--- src/rtl/clk_burst_pkg.sv ---
// ============================================================================
// clk_burst_pkg : shared state encoding and default constants for clk_burst_ctrl
// Rev 1.0
// ============================================================================
`default_nettype none

package clk_burst_pkg;

  localparam int c_CNT_W      = 16;
  localparam int c_BURST_W    = 8;
  localparam int c_DEF_PERIOD = 10;
  localparam int c_DEF_HIGH   = 5;

  typedef enum logic [1:0] {
    ST_IDLE   = 2'd0,
    ST_HIGH   = 2'd1,
    ST_LOW    = 2'd2,
    ST_FINISH = 2'd3
  } state_t;

endpackage

`default_nettype wire

--- src/rtl/phase_counter.sv ---
// ============================================================================
// phase_counter : loadable down-counter with zero flag, saturating at zero
// Rev 1.0
// ============================================================================
`default_nettype none

module phase_counter #(
  parameter int CNT_W = 16
) (
  input  logic             clk,
  input  logic             rst,
  input  logic             i_load,
  input  logic [CNT_W-1:0] i_load_val,
  input  logic             i_dec,
  output logic             o_zero
);

  logic [CNT_W-1:0] r_count;

  always_ff @(posedge clk) begin
    if (rst) begin
      r_count <= '0;
    end else if (i_load) begin
      r_count <= i_load_val;
    end else if (i_dec && (r_count != '0)) begin
      r_count <= r_count - CNT_W'(1);
    end
  end

  assign o_zero = (r_count == '0);

endmodule

`default_nettype wire

--- src/rtl/clk_burst_ctrl.sv ---
// ============================================================================
// clk_burst_ctrl : programmable-duty clock generator running counted or free bursts
// Rev 1.0
// ============================================================================
`default_nettype none

module clk_burst_ctrl
  import clk_burst_pkg::*;
#(
  parameter int CNT_W      = c_CNT_W,
  parameter int BURST_W    = c_BURST_W,
  parameter int DEF_PERIOD = c_DEF_PERIOD,
  parameter int DEF_HIGH   = c_DEF_HIGH
) (
  input  logic               clk,
  input  logic               rst,
  input  logic               cfg_valid,
  output logic               cfg_ready,
  input  logic [CNT_W-1:0]   cfg_period,
  input  logic [CNT_W-1:0]   cfg_high,
  input  logic [BURST_W-1:0] cfg_burst,
  input  logic               start,
  input  logic               stop,
  output logic               gclk,
  output logic               gen_enable,
  output logic               busy,
  output logic               done,
  output logic               cfg_err
);

  state_t             r_state;
  state_t             w_state_next;
  logic [CNT_W-1:0]   r_period;
  logic [CNT_W-1:0]   r_high;
  logic [BURST_W-1:0] r_burst;
  logic [BURST_W-1:0] r_periods;
  logic               r_cfg_err;
  logic               r_stop_pend;
  logic               r_gclk;
  logic               r_done;

  logic               w_cfg_ok;
  logic               w_cfg_acc;
  logic [CNT_W-1:0]   w_high_eff;
  logic [BURST_W-1:0] w_periods_inc;
  logic               w_last;
  logic               w_ld;
  logic [CNT_W-1:0]   w_ld_val;
  logic               w_dec;
  logic               w_zero;

  assign w_cfg_ok      = (cfg_period >= CNT_W'(2)) && (cfg_high != '0) && (cfg_high < cfg_period);
  assign w_cfg_acc     = cfg_valid && (r_state == ST_IDLE);
  // A start coinciding with an accepted config must time its first HIGH from the new value
  assign w_high_eff    = (w_cfg_acc && w_cfg_ok) ? cfg_high : r_high;
  assign w_periods_inc = r_periods + BURST_W'(1);
  assign w_last        = r_stop_pend || stop || ((r_burst != '0) && (w_periods_inc == r_burst));

  phase_counter #(
    .CNT_W(CNT_W)
  ) u_phase_counter (
    .clk        (clk),
    .rst        (rst),
    .i_load     (w_ld),
    .i_load_val (w_ld_val),
    .i_dec      (w_dec),
    .o_zero     (w_zero)
  );

  always_ff @(posedge clk) begin
    if (rst) begin
      r_state <= ST_IDLE;
    end else begin
      r_state <= w_state_next;
    end
  end

  always_comb begin
    w_state_next = r_state;
    w_ld         = 1'b0;
    w_ld_val     = '0;
    w_dec        = 1'b0;
    case (r_state)
      ST_IDLE: begin
        if (start) begin
          w_state_next = ST_HIGH;
          w_ld         = 1'b1;
          w_ld_val     = w_high_eff - CNT_W'(1);
        end
      end
      ST_HIGH: begin
        if (w_zero) begin
          w_state_next = ST_LOW;
          w_ld         = 1'b1;
          w_ld_val     = r_period - r_high - CNT_W'(1);
        end else begin
          w_dec = 1'b1;
        end
      end
      ST_LOW: begin
        if (w_zero) begin
          if (w_last) begin
            w_state_next = ST_FINISH;
          end else begin
            w_state_next = ST_HIGH;
            w_ld         = 1'b1;
            w_ld_val     = r_high - CNT_W'(1);
          end
        end else begin
          w_dec = 1'b1;
        end
      end
      ST_FINISH: w_state_next = ST_IDLE;
      default:   w_state_next = ST_IDLE;
    endcase
  end

  always_ff @(posedge clk) begin
    if (rst) begin
      r_period    <= CNT_W'(DEF_PERIOD);
      r_high      <= CNT_W'(DEF_HIGH);
      r_burst     <= '0;
      r_periods   <= '0;
      r_cfg_err   <= 1'b0;
      r_stop_pend <= 1'b0;
      r_gclk      <= 1'b0;
      r_done      <= 1'b0;
    end else begin
      r_gclk <= (w_state_next == ST_HIGH);
      r_done <= (w_state_next == ST_FINISH);
      if (w_cfg_acc) begin
        if (w_cfg_ok) begin
          r_period  <= cfg_period;
          r_high    <= cfg_high;
          r_burst   <= cfg_burst;
          r_cfg_err <= 1'b0;
        end else begin
          r_cfg_err <= 1'b1;
        end
      end
      if (r_state == ST_IDLE) begin
        r_stop_pend <= 1'b0;
        r_periods   <= '0;
      end else begin
        if (stop && ((r_state == ST_HIGH) || (r_state == ST_LOW))) begin
          r_stop_pend <= 1'b1;
        end
        if ((r_state == ST_LOW) && w_zero) begin
          r_periods <= w_periods_inc;
        end
      end
    end
  end

  assign gclk       = r_gclk;
  assign done       = r_done;
  assign cfg_err    = r_cfg_err;
  assign cfg_ready  = (r_state == ST_IDLE);
  assign busy       = (r_state != ST_IDLE);
  assign gen_enable = (r_state == ST_HIGH) || (r_state == ST_LOW);

endmodule

`default_nettype wire

--- config.mk ---
export PLATFORM = sky130hd
export DESIGN_NAME = clk_burst_ctrl
export DESIGN_NICKNAME = d
export VERILOG_FILES = /design/src/rtl/clk_burst_pkg.sv /design/src/rtl/phase_counter.sv /design/src/rtl/clk_burst_ctrl.sv
export SDC_FILE = /design/constraint.sdc
export NUM_CORES = 1
export LEC_CHECK = 0
export CORE_ASPECT_RATIO = 1.75
export CORE_MARGIN = 4
export CORE_UTILIZATION = 58
export DETAILED_ROUTE_END_ITERATION = 7
export GPL_ROUTABILITY_DRIVEN = 1
export PLACE_DENSITY = 0.91
export SYNTH_ARGS = -nofsm -noshare
export SYNTH_HDL_FRONTEND = slang
export SYNTH_SLANG_ARGS = --single-unit
--- constraint.sdc ---
create_clock -name clk -period 5.1 [get_ports clk]
set_clock_uncertainty 0.05 [all_clocks]
set_input_delay 0.765 -clock clk [delete_from_list [all_inputs] [get_ports clk]]
set_output_delay 0.765 -clock clk [all_outputs]
set_load 0.005 [all_outputs]
==> run summary, run 1 <==
status = completed
first-pass GRT wire length = 24.4 mm
WHS Endpoint = r_period[2]
htree depth = 3
CP delay by family, top = compound AO/OA/AOI/OAI gates
gpl congestion = 0.950
RR Startpoint = r_periods[0]
TritonRoute pass-1 iters = 5
Final Hold Fails = 0
top cells by count, synth = nand2_1 (109), dfxtp_1 (70), a21oi_1 (64)
ys flop type = dfxtp_1
Core ar. = 0.00873 mm^2
CTS Buffer Depth = 2
register-to-register setup slack = 1.15 ns
synthesized flop and latch total = 70
post-route clock period utilization = 0.913
top cells by area, synth = dfxtp_1 (27%), ha_1 (9.1%), nand2_1 (7.8%), xnor2_1 (7.0%), a21oi_1 (6.1%)
Hold Crit Class = register to register
post-synth net total = 779
Mapped Cells = 695
worst slew pin tran = 1.11 ns
max-slew violations = 0
minimum clock period = 4.66 ns
Max Cap Viol = 0
register area share after synthesis = 0.268
Place WS = 0.187 ns
Fillers = 716
Critical Path RT = 5.28 ns
CTS clk-pin slew, worst paths = 0.06 ns
Setup CP Type = primary input to register
final setup violation count = 0
worst hold stages = 2
RR Endpoint = u_phase_counter.r_count[10]
design area = 0.00610 mm^2
hold_sp = r_period[2]
Slew headroom = 0.257
Setup crit start kind = primary input
Register-to-Register Path Depth = 10
Crit Path Max Fanout = 5
slowest CP cell = a2111oi_0
area leader, netlist = dfxtp_1
Initial Util = 0.599
Inserted Clock Buffers = 9
Overall Power = 1830 uW
# rows = 45
Post-synth EDFFs = 0
Setup WS post-layout = 0.444 ns
die height = 134 um
max incr delay on CP = 0.55 ns
top-count cell post-synth = nand2_1
DRC Markers = 0
width of the die = 79.8 um
DR WL/cell = 17.5 um
root buffer cell = clkbuf_16
pin count of the biggest net entering global routing = 61
synthesized area = 0.00523 mm^2
vias in the first global route = 5,379
Power Dens Cells = 300 mW/mm^2
share of layout cells above drive strength 1 = 0.0485
Async SR Flop Fraction = 0
ANT nets after route = 0
Layout area overhead = 16.8%
Yosys top cell area share = 0.268
RSZ-0062 raised after global routing = no
leakage = 0.00229 uW
CTS resizes = 0
CTS tree = done
synthesized area per cell = 7.52 um^2
Cell Area, Placed = 0.00583 mm^2
Yosys warnings = 0
Setup crit end kind = register
postcts setup bufs = 0
DIE AREA = 0.0107 mm^2
worst path bufs/invs = 2
vias = 5,335
wirelength, routed = 15.0 mm
met2 usage = 0.512
grt ovf = 0
final setup TNS = 0 ns
Clock Sinks = 70
Clock Latency Late Sink = 0.34 ns
CP Cell Sequence = clkdlybuf4s50_1 -> inv_1 -> ha_1 -> a21oi_1 -> o21ai_0 -> a2111oi_0 -> a211oi_1 -> nor2_4 -> nor2_1 -> a21oi_1 -> ha_1 -> nand2b_1 -> or3_1 -> or3_1 -> a211oi_1 -> o21ai_0 -> a221oi_1
GRT busiest layer = met2
Net count, final = 821
CP arrival = 4.83 ns
via/cell ratio = 6.21
Overall Global Routing Usage = 0.287
GR Util met1 = 0.300
dpl hpwl = 11.5 mm
maximum vdd drop = 187 uV
I/O Pins = 51
Antenna diodes = 0
Cell variety after synth = 58
Port-buffer cells = 50
# hold bufs at CTS = 0
f_max = 215 MHz
DR iter-0 viols = 335
GRT met3 Usage = 0.0318
antenna violations before repair = 0
sequential cells by signal, summed over array words and instances (netlist names), 2 cells and up:
| name | flops |
|---|---|
| r_burst | 8 |
| r_high | 16 |
| r_period | 16 |
| r_periods | 8 |
| u_phase_counter.r_count | 16 |
| r_state | 2 |
cells by family (layout without fill, tap and decap cells):
group | count (synthesis) | in the layout | synth area share
and+or+nand+nor | 275 | 275 | 0.257
AOI/OAI and AO/OA | 169 | 169 | 0.208
buffers and inverters | 74 | 121 | 0.0567
DFF | 70 | 70 | 0.268
xor gates and xnor gates | 64 | 64 | 0.107
adders and majority gates | 39 | 39 | 0.0948
muxes | 4 | 4 | 0.00790
layer usage:
metal / share of wire / wire (um)
met5: 0 / 0
met4: 0.062 / 923
met3: 0.053 / 793
met2: 0.53 / 7910
met1: 0.36 / 5360
power by group:
part	internal, uW	switching, uW	leakage (uW)
registers	594	47.5	0.000573
logic	258	350	0.00159
clock network	341	239	0.000124
cell usage in the layout, fill, tap and decap left out, types with 10 or more instances in the layout:
cell and count:
nand2_1 109, dfxtp_1 70, a21oi_1 64, nor2_1 50, clkdlybuf4s50_1 49, inv_1 44
xnor2_1 42, ha_1 38, o21ai_0 25, nor3_1 24, xor2_1 22, nand3_1 14
o211ai_1 11, a311oi_1 11, buf_4 11, a211oi_1 10, nor4_1 10, or3_1 10
and3_1 10
per-stage QoR:
step	util	hold slack (ns)	instances
after floorplan	-	0.390	695
after global placement	0.668	0.401	843
after detailed placement	0.668	0.403	843
after CTS	0.699	0.411	859
after global routing	0.699	0.434	859
final	0.699	0.421	859
layout make-up:
| cell class | count | area, um^2 | share of cell area |
|---|---|---|---|
| tap | 117 | 146 | 0.0240 |
| clock buffer | 11 | 243 | 0.0398 |
| clock inverter | 5 | 35.0 | 0.00574 |
| sequential | 70 | 1400 | 0.230 |
| timing repair buffer | 61 | 578 | 0.0947 |
| multi-input combinational | 551 | 3540 | 0.579 |
| inverter | 44 | 165 | 0.0271 |
tightest hold or removal path: cells and delay by family, from the launching register on:
kind             cells  cell delay (ns)
flip-flops           1             0.31
AO/OA/AOI/OAI        1             0.06
AND/OR/NAND/NOR      1             0.05
worst max-delay path by stage:
stage              startpoint                           to  cells after the start
5_1_grt        cfg_period[11]  u_phase_counter.r_count[10]                     17
3_3_place_gp     cfg_high[11]  u_phase_counter.r_count[10]                     16
4_1_cts        cfg_period[11]  u_phase_counter.r_count[10]                     17
3_5_place_dp     cfg_high[11]  u_phase_counter.r_count[10]                     16
2_1_floorplan  cfg_period[11]  u_phase_counter.r_count[10]                     18
6_report       cfg_period[11]  u_phase_counter.r_count[10]                     17
Power figures use the tool's default switching activity.
==> run 2, diff against run 1 <==
--- a/config.mk
+++ b/config.mk
@@ -11,6 +11,8 @@
 export DETAILED_ROUTE_END_ITERATION = 7
 export GPL_ROUTABILITY_DRIVEN = 1
 export PLACE_DENSITY = 0.91
+export SLEW_MARGIN = 20
 export SYNTH_ARGS = -nofsm -noshare
 export SYNTH_HDL_FRONTEND = slang
 export SYNTH_SLANG_ARGS = --single-unit
+export TNS_END_PERCENT = 20
==> run 2 against run 1 <==
Total power grew 0.16%. Register-to-register slack barely moved. Combinational power about the same. Design area rose by 0.33%. First-iteration DRC count up 19%. Fmax barely moved. Sequential share of layout area is 0.075 points lower. Routed wire length rose by 0.11%. Critical path depth unchanged.
==> run summary, run 2 (synthesis gave the netlist of run 1 again) <==
# hold bufs at CTS = 0
placed insts = 843
CTS Buffer Depth = 2
GRT met3 Usage = 0.0318
CTS clk-pin slew, worst paths = 0.06 ns
met2 usage = 0.512
TritonRoute pass-1 iters = 5
hold_sp = r_period[2]
Register-to-Register Path Depth = 10
final setup TNS = 0 ns
biggest regs = r_high: 16 flops, r_period: 16 flops, u_phase_counter.r_count: 16 flops
Gate power share = 0.333
Max Cap Viol = 0
worst path bufs/invs = 2
first-pass GRT wire length = 24.4 mm
Core ar. = 0.00873 mm^2
Net Sw Frac = 0.348
worst hold stages = 2
RR Startpoint = r_periods[0]
worst slew pin tran = 0.995 ns
DR WL/cell = 17.4 um
DRC Markers = 0
status = completed
Clock Latency Late Sink = 0.34 ns
WHS Endpoint = r_period[2]
Net count, final = 822
switching pwr = 639 uW
GRT busiest layer = met2
CTS resizes = 0
Setup CP Type = primary input to register
GR Util met1 = 0.300
Initial Util = 0.599
antenna violations before repair = 0
Overall Global Routing Usage = 0.287
htree depth = 3
slowest CP cell = a2111oi_0
Crit Path Max Fanout = 5
dpl hpwl = 11.5 mm
CP delay by family, top = compound AO/OA/AOI/OAI gates
RR Endpoint = u_phase_counter.r_count[10]
Inserted Clock Buffers = 9
commonest non-fill, non-tap cell in the layout = nand2_1
root buffer cell = clkbuf_16
Layout area overhead = 17.2%
Stages on worst setup path = 17
Critical Path RT = 5.28 ns
Slew headroom = 0.335
DR iter-0 viols = 397
Final Hold Fails = 0
maximum vdd drop = 186 uV
max-slew violations = 0
gpl congestion = 0.950
width of the die = 79.8 um
Antenna diodes = 0
pin count of the biggest net entering global routing = 61
CTS tree = done
max incr delay on CP = 0.55 ns
Clock Sinks = 70
# rows = 45
post-route clock period utilization = 0.912
Hold Crit Class = register to register
Setup WS post-layout = 0.446 ns
vias in the first global route = 5,379
postcts setup bufs = 0
ANT nets after route = 0
Setup crit end kind = register
die height = 134 um
DIE AREA = 0.0107 mm^2
wirelength, routed = 15.0 mm
Finished Layout Cells = 860
RSZ-0062 raised after global routing = no
CP arrival = 4.84 ns
grt ovf = 0
Setup crit start kind = primary input
Place WS = 0.187 ns
CP Cell Sequence = clkdlybuf4s50_1 -> inv_1 -> ha_1 -> a21oi_1 -> o21ai_0 -> a2111oi_0 -> a211oi_1 -> nor2_4 -> nor2_1 -> a21oi_1 -> ha_1 -> nand2b_1 -> or3_1 -> or3_1 -> a211oi_1 -> o21ai_0 -> a221oi_1
I/O Pins = 51
most frequent cells in the layout = nand2_1 (109), dfxtp_1 (70), a21oi_1 (64)
f_max = 215 MHz
Reg power frac = 0.350
minimum clock period = 4.65 ns
register-to-register setup slack = 1.16 ns
via/cell ratio = 6.16
final setup violation count = 0
share of layout cells above drive strength 1 = 0.0498
vias = 5,294
leakage = 0.00230 uW
internal power = 1190 uW
Port-buffer cells = 50
Clk network pwr share = 0.317
Power Dens Cells = 299 mW/mm^2
-- run 2: changes by cell type in the layout (fill, tap and decap cells not counted) --
cell | previous run | this run
buf_12 | 0 | 1
-- run 2: power groups by stage --
| stage | logic (uW) | clock network (uW) | registers [uW] |
|---|---|---|---|
| 6_report | 610 | 581 | 642 |
| 5_1_grt | 666 | 609 | 647 |
| 4_1_cts | 601 | 585 | 640 |
| 3_5_place_dp | 594 | 0 | 652 |
| 3_3_place_gp | 572 | 0 | 650 |
| 2_1_floorplan | 422 | 0 | 639 |
-- run 2: metrics by stage --
| step | hold WS (ns) | power [uW] | utilization | instance area (um^2) |
|---|---|---|---|---|
| 2_1_floorplan | 0.390 | 1060 | - | 5230 |
| 3_3_place_gp | 0.401 | 1220 | 0.668 | 5830 |
| 4_1_cts | 0.411 | 1830 | 0.699 | 6100 |
| 6_report | 0.421 | 1830 | 0.702 | 6120 |
| 3_5_place_dp | 0.403 | 1250 | 0.668 | 5830 |
| 5_1_grt | 0.434 | 1920 | 0.702 | 6120 |
-- run 2: final cells by class --
class	instances	area (um^2)
sequential	70	1400
multi-input combinational	551	3540
tap	117	146
timing repair buffer	62	598
inverter	44	165
clock buffer	11	243
clock inverter	5	35.0
fill	714	2600
-- run 2: worst max path at each step --
stage / startpoint / endpoint / slack [ns]
after global routing: cfg_period[11] / u_phase_counter.r_count[10] / 0.09
after CTS: cfg_period[11] / u_phase_counter.r_count[10] / 0.53
after global placement: cfg_high[11] / u_phase_counter.r_count[10] / 0.35
after detailed placement: cfg_high[11] / u_phase_counter.r_count[10] / 0.19
final: cfg_period[11] / u_phase_counter.r_count[10] / 0.45
after floorplan: cfg_period[11] / u_phase_counter.r_count[10] / 0.34
-- run 2: worst reg2reg max path: stages (launching register included) --
cell and delay, ns:
dfxtp_1 0.47, ha_1 0.32, and3_1 0.26, o221ai_1 0.16, a311o_1 0.28, nor4_1 0.70, nor4b_4 0.07, buf_4 0.23
o21bai_1 0.80, a221oi_1 0.14, a221oi_1 0.35
-- run 2: per-layer routing --
layer,vias up,share of wire
met3,61,0.043
met4,0,0.064
met2,188,0.52
li1,2563,-
met1,2482,0.37
met5,-,0
==> run 3, diff against run 2 <==
--- a/config.mk
+++ b/config.mk
@@ -5,7 +5,7 @@
 export SDC_FILE = /design/constraint.sdc
 export NUM_CORES = 1
 export LEC_CHECK = 0
-export CORE_ASPECT_RATIO = 1.75
+export CORE_ASPECT_RATIO = 2
 export CORE_MARGIN = 4
 export CORE_UTILIZATION = 58
 export DETAILED_ROUTE_END_ITERATION = 7
==> constraint.sdc (replaced) <==
create_clock -name clk -period 4.5 [get_ports clk]
set_clock_uncertainty 0.05 [all_clocks]
set_input_delay 0.675 -clock clk [delete_from_list [all_inputs] [get_ports clk]]
set_output_delay 0.675 -clock clk [all_outputs]
set_load 0.005 [all_outputs]
==> run 3 against run 2 <==
Hold slack lost 0.0054 ns. Clock power grew 23%. Worst setup slack lost 0.24 ns. Die area grew 0.30%. Clock-buffer cell count shrank 2. Critical endpoint unchanged. Sequential power grew 13%. Largest power group unchanged. Design area grew 2.5%. Largest cell class unchanged. Flip-flop and latch count is the same.
==> run summary, run 3 (synthesis gave the netlist of run 1 again) <==
Clock Latency Late Sink = 0.35 ns
vias in the first global route = 5,635
Core ar. = 0.00871 mm^2
DIE AREA = 0.0107 mm^2
Setup CP Type = primary input to register
CTS clk-pin slew, worst paths = 0.06 ns
Setup crit end kind = register
Max Cap Viol = 0
vias = 5,427
die height = 142 um
share of layout cells above drive strength 1 = 0.0775
leakage = 0.00241 uW
DR WL/cell = 18.7 um
f_max = 233 MHz
CTS tree = done
wirelength, routed = 16.1 mm
antenna violations before repair = 0
Power Dens Cells = 344 mW/mm^2
postcts setup bufs = 0
max-slew violations = 0
ANT nets after route = 0
Critical Path RT = 4.70 ns
Gate power share = 0.331
commonest non-fill, non-tap cell in the layout = nand2_1
Layout area overhead = 20.1%
Setup WS post-layout = 0.210 ns
worst slew pin tran = 0.859 ns
pin count of the biggest net entering global routing = 61
DRC Markers = 0
width of the die = 75.1 um
CTS Buffer Depth = 2
Final Hold Fails = 0
TritonRoute pass-1 iters = 6
status = completed
maximum vdd drop = 282 uV
grt ovf = 0
via/cell ratio = 6.30
Net Sw Frac = 0.346
first-pass GRT wire length = 25.7 mm
dpl hpwl = 12.3 mm
DR iter-0 viols = 354
Fillers = 679
Crit Path Max Fanout = 4
root buffer cell = clkbuf_16
final setup violation count = 0
most frequent cells in the layout = nand2_1 (109), dfxtp_1 (70), a21oi_1 (64)
Place WS = -0.279 ns
Clock Sinks = 70
Initial Util = 0.600
Overall Global Routing Usage = 0.314
Setup crit start kind = primary input
post-route clock period utilization = 0.953
CP arrival = 4.49 ns
Core Util, Final = 0.721
Clk network pwr share = 0.332
Inserted Clock Buffers = 9
# hold bufs at CTS = 0
Reg power frac = 0.337
I/O Pins = 51
switching pwr = 747 uW
# rows = 48
htree depth = 3
Port-buffer cells = 50
biggest regs = r_high: 16 flops, r_period: 16 flops, u_phase_counter.r_count: 16 flops
Antenna diodes = 0
Slew headroom = 0.427
gpl congestion = 0.924
area occupied by multi-input gates = 0.00356 mm^2
minimum clock period = 4.29 ns
Net count, final = 840
FF+latch area = 0.00140 mm^2
Hold Crit Class = register to register
internal power = 1410 uW
==> run 3: per-stage QoR <==
step | instances | TNS, ns | power, uW | area [um^2] | hold WS (ns)
6_report | 861 | 0 | 2160 | 6280 | 0.416
5_1_grt | 861 | -0.0194 | 2270 | 6280 | 0.441
4_1_cts | 861 | 0 | 2150 | 6250 | 0.420
3_5_place_dp | 845 | -0.722 | 1430 | 5950 | 0.411
3_3_place_gp | 845 | 0 | 1400 | 5950 | 0.403
2_1_floorplan | 695 | 0 | 1200 | 5230 | 0.390
==> run 3: final timing paths <==
| path | startpoint | endpoint | slack (ns) | cells past startpoint |
|---|---|---|---|---|
| hold / removal | r_period[13] | r_period[13] | 0.42 | 2 |
| setup / recovery | cfg_period[9] | u_phase_counter.r_count[10] | 0.21 | 17 |
| setup reg to reg | u_phase_counter.r_count[2] | u_phase_counter.r_count[13] | 1.07 | 8 |
| hold reg to reg | r_period[13] | r_period[13] | 0.42 | 2 |
==> run 3: final cells by class <==
class,count,share of cell area
inverters,44,0.0263
repair buffers,80,0.115
clock inverters,7,0.0118
flip-flops and latches,70,0.223
clock buffers,9,0.0359
multi-input cells,551,0.568
well taps,100,0.0199
==> run 3: worst max-delay path, stage by stage <==
cell and delay [ns]:
clkdlybuf4s50_1 0.51, inv_1 0.06, ha_1 0.31, a21oi_1 0.08, o21ai_2 0.24, a41oi_1 0.13
a211oi_2 0.38, nor2_4 0.07, buf_4 0.15, a21oi_1 0.25, ha_1 0.23, nand2b_1 0.07
or3_1 0.36, or3_1 0.34, a211oi_1 0.21, o21ai_0 0.12, a221oi_1 0.30
==> run 3: per-layer routing <==
metal	global-route usage	routed length (um)
met1	0.304	5630
met2	0.573	8710
met3	0.0488	692
met4	0.215	1100
met5	0	0
==> run 3: what timing repair did <==
| action | in CTS | in global routing |
|---|---|---|
| endpoints found under the hold margin | 0 | 0 |
| setup endpoints to repair | 0 | 3 |
| resized for setup | 0 | 5 |
==> run 3: power by group through the flow <==
| stage | clock network (uW) | registers (uW) | logic [uW] |
|---|---|---|---|
| floorplan | 0 | 724 | 479 |
| global placement | 0 | 737 | 667 |
| detailed placement | 0 | 739 | 689 |
| CTS | 722 | 727 | 697 |
| global route | 751 | 734 | 784 |
| finish | 717 | 728 | 715 |
